==> config.mk <==
export PLATFORM = sky130hd
export DESIGN_NAME = ps2_letter_input
export DESIGN_NICKNAME = d
export VERILOG_FILES = /design/src/rtl/ps2_letter_input.sv
export SDC_FILE = /design/constraint.sdc
export NUM_CORES = 1
export LEC_CHECK = 0
export ABC_CLOCK_PERIOD_IN_PS = 2700
export CORE_MARGIN = 5
export CORE_UTILIZATION = 37
export CTS_CLUSTER_DIAMETER = 150
export CTS_CLUSTER_SIZE = 12
export DETAILED_ROUTE_END_ITERATION = 12
export MAX_ROUTING_LAYER = met4
export SETUP_SLACK_MARGIN = 0.4
export SLEW_MARGIN = 5
export SYNTH_ARGS = -nofsm -noshare
export SYNTH_HDL_FRONTEND = slang
export SYNTH_SLANG_ARGS = --single-unit
==> constraint.sdc <==
create_clock -name CLOCK_50 -period 2.7 [get_ports CLOCK_50]
set_input_delay 0.27 -clock CLOCK_50 [delete_from_list [all_inputs] [get_ports CLOCK_50]]
set_output_delay 0.27 -clock CLOCK_50 [all_outputs]
set_load 0.02 [all_outputs]
==> src/rtl/ps2_letter_input.sv <==
// PS/2 keyboard receiver for the enigma letter path: filters the keyboard clock,
// deframes bytes and turns set-2 make/break codes for A-Z into a held one-hot letter.
module ps2_letter_input #(
    parameter int FILTER_LEN = 8,
    parameter int TIMEOUT    = 50000
) (
    input  logic        CLOCK_50,
    input  logic        reset,
    input  logic        PS2_CLK,
    input  logic        PS2_DAT,
    output logic [25:0] letter_out,
    output logic        key_valid,
    output logic        key_press,
    output logic        frame_err
);

    localparam int FCW = $clog2(FILTER_LEN + 1);
    localparam int TCW = $clog2(TIMEOUT + 1);

    // Set-2 make codes, bit 25 (Z) in the top byte down to bit 0 (A).
    localparam logic [26*8-1:0] LETTER_CODES = {
        8'h1A, 8'h35, 8'h22, 8'h1D, 8'h2A, 8'h3C, 8'h2C, 8'h1B, 8'h2D,
        8'h15, 8'h4D, 8'h44, 8'h31, 8'h3A, 8'h4B, 8'h42, 8'h3B, 8'h43,
        8'h33, 8'h34, 8'h2B, 8'h24, 8'h23, 8'h21, 8'h32, 8'h1C
    };

    typedef enum logic [1:0] {
        F_IDLE,
        F_DATA,
        F_PARITY,
        F_STOP
    } frame_state_t;

    typedef enum logic [1:0] {
        C_NORMAL,
        C_BREAK,
        C_EXT,
        C_EXT_BREAK
    } code_state_t;

    logic               clk_s1_q, clk_s1_d, clk_s2_q, clk_s2_d;
    logic               dat_s1_q, dat_s1_d, dat_s2_q, dat_s2_d;
    logic               filt_q, filt_d;
    logic [FCW-1:0]     filt_cnt_q, filt_cnt_d;
    logic               fall;

    frame_state_t       fstate_q, fstate_d;
    logic [2:0]         bit_cnt_q, bit_cnt_d;
    logic [7:0]         shift_q, shift_d;
    logic               parity_q, parity_d;
    logic [TCW-1:0]     to_cnt_q, to_cnt_d;
    logic               byte_rdy_q, byte_rdy_d;
    logic               frame_err_q, frame_err_d;

    code_state_t        cstate_q, cstate_d;
    logic [25:0]        letter_q, letter_d;
    logic               key_press_q, key_press_d;
    logic [25:0]        letter_hit;

    always_comb begin
        clk_s1_d = PS2_CLK;
        clk_s2_d = clk_s1_q;
        dat_s1_d = PS2_DAT;
        dat_s2_d = dat_s1_q;
    end

    // The filtered clock only follows the synchronised clock once it has
    // disagreed for FILTER_LEN samples in a row; any agreeing sample restarts.
    always_comb begin
        filt_d     = filt_q;
        filt_cnt_d = '0;
        fall       = 1'b0;
        if (clk_s2_q != filt_q) begin
            if (filt_cnt_q == FCW'(FILTER_LEN - 1)) begin
                filt_d = clk_s2_q;
                fall   = filt_q;
            end else begin
                filt_cnt_d = filt_cnt_q + FCW'(1);
            end
        end
    end

    always_comb begin
        fstate_d    = fstate_q;
        bit_cnt_d   = bit_cnt_q;
        shift_d     = shift_q;
        parity_d    = parity_q;
        to_cnt_d    = to_cnt_q;
        byte_rdy_d  = 1'b0;
        frame_err_d = 1'b0;
        if (fall) begin
            to_cnt_d = '0;
            case (fstate_q)
                F_IDLE: begin
                    if (!dat_s2_q) begin
                        fstate_d  = F_DATA;
                        bit_cnt_d = 3'd0;
                    end
                end
                F_DATA: begin
                    shift_d   = {dat_s2_q, shift_q[7:1]};
                    bit_cnt_d = bit_cnt_q + 3'd1;
                    if (bit_cnt_q == 3'd7) begin
                        fstate_d = F_PARITY;
                    end
                end
                F_PARITY: begin
                    parity_d = dat_s2_q;
                    fstate_d = F_STOP;
                end
                F_STOP: begin
                    // Parity and stop bit are judged together so a bad frame reports once.
                    fstate_d = F_IDLE;
                    if (dat_s2_q && ((^shift_q) ^ parity_q)) begin
                        byte_rdy_d = 1'b1;
                    end else begin
                        frame_err_d = 1'b1;
                    end
                end
                default: fstate_d = F_IDLE;
            endcase
        end else if (fstate_q != F_IDLE) begin
            if (to_cnt_q == TCW'(TIMEOUT - 1)) begin
                fstate_d    = F_IDLE;
                to_cnt_d    = '0;
                frame_err_d = 1'b1;
            end else begin
                to_cnt_d = to_cnt_q + TCW'(1);
            end
        end
    end

    // Codes are unique, so letter_hit is one-hot for a letter and zero otherwise.
    generate
        for (genvar gi = 0; gi < 26; gi++) begin : g_letter
            assign letter_hit[gi] = (shift_q == LETTER_CODES[gi*8 +: 8]);
        end
    endgenerate

    always_comb begin
        cstate_d    = cstate_q;
        letter_d    = letter_q;
        key_press_d = 1'b0;
        if (byte_rdy_q) begin
            case (cstate_q)
                C_NORMAL: begin
                    if (shift_q == 8'hF0) begin
                        cstate_d = C_BREAK;
                    end else if (shift_q == 8'hE0) begin
                        cstate_d = C_EXT;
                    end else if ((letter_q == '0) && (|letter_hit)) begin
                        letter_d    = letter_hit;
                        key_press_d = 1'b1;
                    end
                end
                C_BREAK: begin
                    cstate_d = C_NORMAL;
                    if ((|letter_q) && (letter_hit == letter_q)) begin
                        letter_d = '0;
                    end
                end
                C_EXT: begin
                    cstate_d = (shift_q == 8'hF0) ? C_EXT_BREAK : C_NORMAL;
                end
                default: cstate_d = C_NORMAL;
            endcase
        end
    end

    always_ff @(posedge CLOCK_50 or negedge reset) begin
        if (!reset) begin
            clk_s1_q    <= 1'b1;
            clk_s2_q    <= 1'b1;
            dat_s1_q    <= 1'b1;
            dat_s2_q    <= 1'b1;
            filt_q      <= 1'b1;
            filt_cnt_q  <= '0;
            fstate_q    <= F_IDLE;
            bit_cnt_q   <= 3'd0;
            shift_q     <= 8'h00;
            parity_q    <= 1'b0;
            to_cnt_q    <= '0;
            byte_rdy_q  <= 1'b0;
            frame_err_q <= 1'b0;
            cstate_q    <= C_NORMAL;
            letter_q    <= '0;
            key_press_q <= 1'b0;
        end else begin
            clk_s1_q    <= clk_s1_d;
            clk_s2_q    <= clk_s2_d;
            dat_s1_q    <= dat_s1_d;
            dat_s2_q    <= dat_s2_d;
            filt_q      <= filt_d;
            filt_cnt_q  <= filt_cnt_d;
            fstate_q    <= fstate_d;
            bit_cnt_q   <= bit_cnt_d;
            shift_q     <= shift_d;
            parity_q    <= parity_d;
            to_cnt_q    <= to_cnt_d;
            byte_rdy_q  <= byte_rdy_d;
            frame_err_q <= frame_err_d;
            cstate_q    <= cstate_d;
            letter_q    <= letter_d;
            key_press_q <= key_press_d;
        end
    end

    assign letter_out = letter_q;
    assign key_valid  = |letter_q;
    assign key_press  = key_press_q;
    assign frame_err  = frame_err_q;

endmodule

==> results.yml, run 1 <==
synth:
  ys_top_cells_by_area: "dfrtp_1 (40%), ha_1 (7.0%), o2bb2ai_1 (5.5%)"
  synth_cell_types: 57
  synth_warnings: 0
  synth_edf_count: 0
  synth_area_per_cell_um2: 9.83
  synthCells: 418
  async_flop_share_pct: 100
  ys_seq_elements: 70
  syn_nets: 445
  synth_ff_type: "dfrtp_1"
  seq_area_frac_synth_pct: 42.8
  syn-cell-area_um2: 4110
  yosys.area.top_type: "dfrtp_1"
  synth_top_area_share_pct: 39.6
setup_path:
  r2r_start: "shift_q[0]"
  startpoint: "shift_q[0]"
  critPathMaxFanout: 26
  cp.required_ns: 2.93
  arrival_ns: 2.62
  cp-start-kind: "flip-flop"
  cp-end-kind: "flip-flop"
  path_class: "reg2reg"
hold_path:
  hold_path.class: "in2reg"
  min_from: "PS2_CLK"
clock_network:
  root_buffer: "clkbuf_8"
  numCtsBuffers: 9
  cts.path.max_buffers: 2
  path_clk_slew_ns: 0.07
  insertion_delay_ns: 0.36
  clock-sinks: 70
  cts_tree: "done"
  cts_htree_levels: 3
sta:
  hold_viol: 0
  rsz0062_at_grt: "true"
  skew_ns: 0.0126
  slew_headroom_pct: 62.8
  setup_slack_ns: 0.310
  fin_crit_sh_pct: 88.5
  max_clock_freq_mhz: 418
  setup_tns_ns: 0
  worst_pin_slew_ns: 0.559
  setup_viol: 0
  maxSlewViolCount: 0
  fin_crit_ns: 2.39
routing:
  ant_nets: 0
  vias: 3430
  dr.pass1.iters: 4
  via_per_inst: 5.54
  wl_per_cell_um: 16.3
  drc: 0
  totalWireLength_um: 10100
  first_iter_violations: 204
placed_design:
  io_buffers: 32
  pre_cts_slack_ns: -0.0147
  place.gp.congestion: 0.887
  dp_hpwl_um: 7220
  dpl_cell_area_um2: 4640
  dp.cells: 588
grt:
  grt_pass1_wl_um: 16600
  grt.total_usage_pct: 16.3
  grt_max_degree: 48
  grt-ovfl-total: 0
  antenna_found_initial: 0
  grt_pass1_vias: 3274
floorplanning:
  ios: 33
  initial_core_util_pct: 37.9
  die_y_um: 115
  fp-row-count: 38
  die_w_um: 115
  die_area_um2: 13300
  core-area_um2: 10800
layout:
  nets: 501
  antenna_cells: 0
  finalInstanceArea_um2: 5250
  drive_gt1_share_pct: 25.1
  instances_no_fill: 619
  fill_cells: 1002
  area_growth_pct: 27.8
  final_util_pct: 48.5
power:
  irDropWorstVdd_mv: 0.243
  p_leak_nw: 2.04
  power_density_nw_per_um2: 387
outcome:
  status: "complete, no violations"
job:
  drv_cap: 0
[routing by layer]
| metal | share of wire, % | GRT usage, % |
|---|---|---|
| met1 | 46 | 21.2 |
| met2 | 47 | 24.8 |
| met3 | 4.6 | 3.63 |
| met4 | 2.1 | 6.10 |
| met5 | 0 | - |
[layout by cell type (no fill, tap or decap), types with 3 or more instances in the layout]
master | netlist | layout
buf_4 | 1 | 26
o2bb2ai_1 | 26 | 26
and3_1 | 5 | 5
o21ai_0 | 25 | 24
nand3b_1 | 3 | 3
clkbuf_8 | 0 | 10
o32ai_1 | 8 | 5
ha_2 | 0 | 6
xnor2_1 | 13 | 13
and2_4 | 2 | 7
nor4b_2 | 2 | 9
nand2_2 | 2 | 5
ha_1 | 23 | 9
inv_1 | 14 | 8
nor4b_1 | 11 | 3
dfstp_2 | 5 | 5
nor2b_1 | 3 | 3
dfrtp_2 | 0 | 4
nand2_1 | 47 | 40
o32ai_2 | 0 | 3
clkdlybuf4s50_1 | 0 | 30
nor4_1 | 7 | 4
ha_4 | 0 | 8
o211ai_1 | 3 | 3
o22ai_1 | 4 | 4
mux2_2 | 4 | 4
nor4_2 | 0 | 3
a21oi_1 | 15 | 15
a31oi_1 | 11 | 11
nor2_1 | 32 | 29
nand3_1 | 12 | 12
dfrtp_1 | 65 | 61
nor3_1 | 5 | 4
xor2_1 | 15 | 15
nand2_4 | 1 | 4
inv_2 | 0 | 4
nand4_1 | 3 | 3
[where the power goes]
part	switching, mW	total (mW)	internal (mW)
sequential	0.0216	1.10	1.08
combinational	0.0443	0.0820	0.0378
clock	0.396	0.846	0.449
total	0.462	2.03	1.57
[sequential cells by signal, indices dropped and copies added, names as in the netlist]
| signal | flops |
|---|---|
| dat_s1_q | 1 |
| frame_err | 1 |
| letter_out | 26 |
| bit_cnt_q | 3 |
| parity_q | 1 |
| fstate_q | 2 |
| filt_q | 1 |
| clk_s2_q | 1 |
| filt_cnt_q | 4 |
| to_cnt_q | 16 |
| key_press | 1 |
| byte_rdy_q | 1 |
| dat_s2_q | 1 |
| shift_q | 8 |
| clk_s1_q | 1 |
| cstate_q | 2 |
[metrics by stage]
step | total power [mW] | hold WS, ns
detailed placement | 1.21 | 0.298
global route | 2.12 | 0.295
global placement | 1.20 | 0.285
floorplan | 1.16 | -0.0256
CTS | 2.06 | 0.307
finish | 2.03 | 0.322
[cell usage after synthesis (all sizes together), types with 2 or more instances]
cell     number
or4           2
nor2         32
nand4         3
o2bb2ai      26
o22ai         4
nor3b         2
or3           3
and3          5
ha           23
a21boi        2
o211ai        3
nand3        12
mux2          4
o21ai        25
a31oi        11
dfstp         5
nor4          8
dfrtp        65
a21oi        15
buf          11
and2          7
a22o          2
clkbuf        7
nand2        50
nor2b         3
nor3          5
nand3b        3
xnor2        13
mux2i         2
inv          14
xor2         15
a41oi         2
o2111ai       2
nor4b        13
o32ai         8
[critical path: stages (launching register included)]
cell	delay, ns
dfrtp_2	0.43
buf_4	0.15
ha_4	0.19
nand2_8	0.13
buf_4	0.14
xor2_1	0.16
a31oi_1	0.11
o32ai_1	0.11
nand4_1	0.14
or3_4	0.40
buf_12	0.17
o2bb2ai_1	0.13
[path summary, 6_finish.rpt]
| check | to | slack (ns) | cells past startpoint |
|---|---|---|---|
| setup / recovery | letter_out[17] | 0.31 | 11 |
| hold / removal | clk_s1_q | 0.32 | 1 |
| setup reg to reg | letter_out[17] | 0.31 | 11 |
| hold reg to reg | dat_s2_q | 0.35 | 0 |
| max in group asynchronous | clk_s1_q | 1.55 | 3 |
| min in group asynchronous | letter_out[19] | 0.44 | 2 |
[cell families (layout without fill, tap and decap cells)]
| logic type | count (synthesis) | after routing | synth area share (%) |
|---|---|---|---|
| flops | 70 | 70 | 42.8 |
| buf+inv | 32 | 93 | 4.47 |
| xor+xnor | 28 | 28 | 5.97 |
| compound gates | 110 | 110 | 18.9 |
| fa+ha+maj | 23 | 23 | 7.00 |
| mux | 6 | 6 | 1.58 |
| simple gates | 149 | 149 | 19.3 |
[cell type report]
class	instances	area, um^2	share of cell area, %
Inverter	14	57.6	1.10
Clock inverter	4	47.5	0.905
Multi-Input combinational cell	316	2490	47.4
Timing Repair Buffer	63	576	11.0
Tap cell	140	175	3.33
Clock buffer	12	145	2.76
Sequential cell	70	1760	33.6
[repair_timing]
action,CTS,global route
setup buffers,5,9
setup endpoints to repair,27,32
pin swaps,3,13
endpoints found under the hold margin,21,0
resized for setup,46,30
hold buffers,1,0
Note: power is estimated with default switching activity, not from simulation.
==> run 2, diff against run 1 <==
--- a/config.mk
+++ b/config.mk
@@ -13,7 +13,6 @@
 export DETAILED_ROUTE_END_ITERATION = 12
 export MAX_ROUTING_LAYER = met4
 export SETUP_SLACK_MARGIN = 0.4
-export SLEW_MARGIN = 5
 export SYNTH_ARGS = -nofsm -noshare
 export SYNTH_HDL_FRONTEND = slang
 export SYNTH_SLANG_ARGS = --single-unit
==> results of run 2 <==
No change in the layout: final DEF, timing and power equal those of run 1.
